File: src/rtl/traffic_input_conditioner.sv
// Input front end for the traffic light controller: one-second advance tick,
// synchronized/debounced car sensor and walk button, and a sticky walk request.
module traffic_input_conditioner #(
    parameter int CLK_DIV   = 100000000,
    parameter int DB_CYCLES = 1000000
) (
    input  logic clk,
    input  logic rst,
    input  logic sensor_raw,
    input  logic walk_raw,
    input  logic walk_ack,
    output logic sec_tick,
    output logic sensor,
    output logic walk_press,
    output logic walk_req
);

    localparam int TW = $clog2(CLK_DIV);
    localparam int DW = $clog2(DB_CYCLES) + 1;
    localparam logic [TW-1:0] TICK_LAST = TW'(CLK_DIV - 1);
    localparam logic [DW-1:0] DB_LAST   = DW'(DB_CYCLES - 1);

    logic          sensor_s1_q, sensor_s1_d;
    logic          sensor_s2_q, sensor_s2_d;
    logic          sensor_stable_q, sensor_stable_d;
    logic [DW-1:0] sensor_cnt_q, sensor_cnt_d;

    logic          walk_s1_q, walk_s1_d;
    logic          walk_s2_q, walk_s2_d;
    logic          walk_stable_q, walk_stable_d;
    logic [DW-1:0] walk_cnt_q, walk_cnt_d;
    logic          walk_accept;

    logic [TW-1:0] tick_cnt_q, tick_cnt_d;
    logic          sec_tick_q, sec_tick_d;
    logic          walk_press_q, walk_press_d;
    logic          walk_req_q, walk_req_d;

    // walk_req/walk_ack handshake: walk_req rises with each accepted press and
    // holds until the controller pulses walk_ack; a press landing on the same
    // edge as an ack keeps the request set so it is never lost.
    always_comb begin
        sensor_s1_d     = sensor_raw;
        sensor_s2_d     = sensor_s1_q;
        sensor_stable_d = sensor_stable_q;
        sensor_cnt_d    = sensor_cnt_q;
        walk_s1_d       = walk_raw;
        walk_s2_d       = walk_s1_q;
        walk_stable_d   = walk_stable_q;
        walk_cnt_d      = walk_cnt_q;
        walk_accept     = 1'b0;
        tick_cnt_d      = tick_cnt_q;
        sec_tick_d      = 1'b0;
        walk_press_d    = 1'b0;
        walk_req_d      = walk_req_q;

        // Any return to the stable level restarts the qualification count.
        if (sensor_s2_q == sensor_stable_q) begin
            sensor_cnt_d = '0;
        end else if (sensor_cnt_q == DB_LAST) begin
            sensor_stable_d = sensor_s2_q;
            sensor_cnt_d    = '0;
        end else begin
            sensor_cnt_d = sensor_cnt_q + DW'(1);
        end

        if (walk_s2_q == walk_stable_q) begin
            walk_cnt_d = '0;
        end else if (walk_cnt_q == DB_LAST) begin
            walk_stable_d = walk_s2_q;
            walk_cnt_d    = '0;
            walk_accept   = 1'b1;
        end else begin
            walk_cnt_d = walk_cnt_q + DW'(1);
        end

        walk_press_d = walk_accept && walk_s2_q;
        if (walk_press_d) begin
            walk_req_d = 1'b1;
        end else if (walk_ack) begin
            walk_req_d = 1'b0;
        end

        if (tick_cnt_q == TICK_LAST) begin
            tick_cnt_d = '0;
            sec_tick_d = 1'b1;
        end else begin
            tick_cnt_d = tick_cnt_q + TW'(1);
        end
    end

    always_ff @(posedge clk) begin
        if (rst) begin
            sensor_s1_q     <= 1'b0;
            sensor_s2_q     <= 1'b0;
            sensor_stable_q <= 1'b0;
            sensor_cnt_q    <= '0;
            walk_s1_q       <= 1'b0;
            walk_s2_q       <= 1'b0;
            walk_stable_q   <= 1'b0;
            walk_cnt_q      <= '0;
            tick_cnt_q      <= '0;
            sec_tick_q      <= 1'b0;
            walk_press_q    <= 1'b0;
            walk_req_q      <= 1'b0;
        end else begin
            sensor_s1_q     <= sensor_s1_d;
            sensor_s2_q     <= sensor_s2_d;
            sensor_stable_q <= sensor_stable_d;
            sensor_cnt_q    <= sensor_cnt_d;
            walk_s1_q       <= walk_s1_d;
            walk_s2_q       <= walk_s2_d;
            walk_stable_q   <= walk_stable_d;
            walk_cnt_q      <= walk_cnt_d;
            tick_cnt_q      <= tick_cnt_d;
            sec_tick_q      <= sec_tick_d;
            walk_press_q    <= walk_press_d;
            walk_req_q      <= walk_req_d;
        end
    end

    assign sec_tick   = sec_tick_q;
    assign sensor     = sensor_stable_q;
    assign walk_press = walk_press_q;
    assign walk_req   = walk_req_q;

endmodule

File: config.mk
export PLATFORM = sky130hd
export DESIGN_NAME = traffic_input_conditioner
export DESIGN_NICKNAME = d
export VERILOG_FILES = /design/src/rtl/traffic_input_conditioner.sv
export SDC_FILE = /design/constraint.sdc
export NUM_CORES = 1
export LEC_CHECK = 0
export BUFFER_PORTS_ARGS = -buffer_cell sky130_fd_sc_hd__buf_4
export CAP_MARGIN = 20
export CORE_AREA = 2 2 84 86
export CTS_BUF_LIST = sky130_fd_sc_hd__clkbuf_8 sky130_fd_sc_hd__clkbuf_16
export CTS_CLUSTER_SIZE = 8
export DETAILED_ROUTE_END_ITERATION = 7
export DIE_AREA = 0 0 86 88
export GPL_ROUTABILITY_DRIVEN = 0
export PLACE_DENSITY = 0.76
export RECOVER_POWER = 100
export SLEW_MARGIN = 30
export SYNTH_ARGS = -nofsm -noshare
export SYNTH_HDL_FRONTEND = slang
export SYNTH_SLANG_ARGS = --single-unit
export TNS_END_PERCENT = 5
File: constraint.sdc
create_clock -name clk -period 2.8 [get_ports clk]
set_clock_uncertainty 0.1 [all_clocks]
set_input_delay 0.14 -clock clk [delete_from_list [all_inputs] [get_ports clk]]
set_output_delay 0.14 -clock clk [all_outputs]
set_load 0.1 [all_outputs]
==> impl_metrics.csv <==
group,metric,value,unit
outcome,status,"complete, no violations",
final_layout,n_fill_cell,594,
yosys,synth-warning-count,0,
yosys,yosys.area.top_type,"dfxtp_1",
global_routing,antenna_found_initial,0,
min_path,hp-class,"register to register",
yosys,synth.top_cell.area_share,0.4435,
die,initial_core_util,0.5299,
clock_network,numClockSinks,78,
clock_network,insertion_delay,0.36,ns
global_routing,gr-total-overflow,0,
final_layout,multi_input_area,1842,µm²
yosys,synth_most_common_cell,"dfxtp_1",
final_layout,nets,429,
setup_path,crit_path_max_fanout,15,
global_routing,grt_max_degree,20,
yosys,synth.area.top_cells,"dfxtp_1 44%, xor2_1 5.2%, a21oi_1 5.0%",
sta,tns,0,ns
clock_network,cts_resized,0,
setup_path,r2r-start,"walk_cnt_q[6]$_SDFF_PP0_",
die,die_x,86,µm
yosys,syn-cell-area,3521,µm²
routing,wl_per_cell,13.96,µm
yosys,syn_avg_cell_area,8.588,µm²
global_routing,grt_pass1_wl,12200,µm
sta,drv_slew,0,
final_layout,final_cell_count_no_fill,506,
clock_network,post_cts_buffers,0,
die,io-pin-count,9,
min_path,min_from,"walk_s1_q$_SDFF_PP0_",
setup_path,crit_type,"register to register",
yosys,async_flop_share,0,
die,dieArea,7568,µm²
yosys,synth_commonest_cells,"78 x dfxtp_1, 39 x nor2_1, 35 x a21oi_1",
routing,drc,0,
clock_network,cts_buffers,9,
clock_network,cts_tree,"built",
global_routing,gr-usage-all-layers,0.2023,
sta,period_share,0.8644,
global_routing,first_global_vias,2779,
yosys,synth_cells,410,
power,powerDensity,524.1,nW/µm²
final_layout,utilization,0.5778,
routing,ant_nets,0,
yosys,synthDistinctLibCells,42,
setup_path,cpPeakStageDelay,0.57,ns
place,dp.cells,486,
setup_path,required,2.95,ns
power,p_leak,1.145,nW
clock_network,cts.hold.buffers_added,4,
sta,hold_viol_final,0,
setup_path,cp-end-kind,"register",
die,core,6644,µm²
yosys,synth_enable_flop_cells,0,
routing,detailroute.via_count,3002,
setup_path,crit_arrival,2.57,ns
clock_network,cts-root-buf,"clkbuf_8",
sta,finalSetupViolCount,0,
yosys,synth_ff_type,"dfxtp_1",
place,hpwl,4936,µm
sta,rsz0062_at_grt,"no",
sta,worst_pin_slew,1.186,ns
final_layout,diodes,0,
setup_path,crit_start,"walk_cnt_q[6]$_SDFF_PP0_",
clock_network,ctsHtreeMaxLevel,3,
yosys,ys_ff_latch,78,
setup_path,startpoint_type,"register",
sta,min_period,2.420,ns
run,drv_cap,0,
setup_path,crit_slowest_cell,"or4_1",
routing,via_per_inst,5.933,
clock_network,path_clk_slew,0.09,ns
sta,max_freq,413.2,MHz
clock_network,clock_path_buffers,2,
setup_path,worstPathCellList,"or4_1 > or3_1 > o21ai_0 > buf_4 > a21oi_1",
yosys,synthesis.nets,418,
routing,initialDrtViolationCount,146,
die,die_y,88,µm
routing,first_pass_iters,4,
final_layout,area_growth,9.026,%
sta,max_slew_margin,0.2129,
final_layout,register_area,1562,µm²
final_layout,drive_gt1_frac,0.06338,
routing,routed_wl,7064,µm
yosys,yosysSeqAreaShare,0.4435,
place,io_buffers,8,
power,peakVddDrop,0.0002544,V
die,rows,30,
## logic make-up after synthesis
logic type      count (synthesis)  share of synthesized area
buf+inv                        25                    0.02843
compound gates                 73                     0.1183
flops                          78                     0.4435
xor+xnor                       33                    0.08209
simple gates                  198                     0.3170
fa+ha+maj                       3                    0.01066
## through the flow
stage	worst slack, ns	power [mW]	hold slack, ns	cell area (µm²)
final	0.3797	2.012	0.3443	3839
after global routing	0.2476	2.088	0.3611	3839
after CTS	0.5766	2.035	0.3487	3882
after detailed placement	0.5777	1.194	0.2659	3645
after global placement	0.6262	1.192	0.2671	3645
after floorplan	0.7278	1.178	0.1682	3521
## report_power, final
group	switching, mW	leakage (nW)	internal, mW
clock	0.428	0.0937	0.414
sequential	0.00959	0.630	1.12
combinational	0.0229	0.421	0.0185
## path summary, 6_finish.rpt
path                                                   to  slack (ns)  cells after the start
worst max-delay path            walk_cnt_q[19]$_SDFF_PP0_        0.38                      5
worst min-delay path                 walk_s2_q$_SDFF_PP0_        0.34                      1
worst max register to register  walk_cnt_q[19]$_SDFF_PP0_        0.38                      5
worst min register to register       walk_s2_q$_SDFF_PP0_        0.34                      1
## critical path: cells and delay by family, from the launching register on
kind	cells	cell delay (ns)
AOI/OAI and AO/OA	2	0.56
and+or+nand+nor	2	0.97
buffers and inverters	1	0.32
DFF	1	0.36
## placed cells by master (no fill, tap or decap), types with 2 or more instances in the layout
master	n
o211ai_1	2
xor2_1	21
ha_1	3
nor2b_1	4
nor4b_1	3
nand2_1	26
and4_1	5
clkinvlp_4	3
and2_1	5
and3_1	9
clkbuf_1	7
buf_4	5
a21oi_1	35
inv_6	2
dlygate4sd3_1	4
dfxtp_1	78
o21ai_0	20
or3_2	3
or4_1	16
nor2_1	39
nand3_1	22
xnor2_1	12
inv_1	10
clkbuf_8	9
or3_1	19
nand4_1	25
o31ai_1	13
nor3_1	9
nor4_1	3
## final cells by class
type	count	share of cell area
Multi-Input combinational cell	307	0.4798
Sequential cell	78	0.4068
Clock buffer	9	0.03227
Timing Repair Buffer	16	0.02705
Tap cell	80	0.02608
Clock inverter	7	0.01923
Inverter	9	0.008801
## flip-flops by register name (all words and copies together), names as in the netlist
register / flops
sec_tick: 1
walk_s2_q: 1
tick_cnt_q: 27
walk_stable_q: 1
walk_s1_q: 1
walk_press: 1
walk_cnt_q: 21
sensor_s1_q: 1
sensor_s2_q: 1
sensor_cnt_q: 21
walk_req: 1
sensor: 1
## per-layer routing
| metal | part of all wire | track usage | vias to the layer above |
|---|---|---|---|
| li1 | - | - | 1522 |
| met1 | 0.47 | 0.2418 | 1425 |
| met2 | 0.48 | 0.3517 | 46 |
| met3 | 0.033 | 0.04807 | 9 |
| met4 | 0.015 | 0.07937 | 0 |
| met5 | 0 | 0 | - |
No activity file was read; power rests on OpenSTA's default activity.
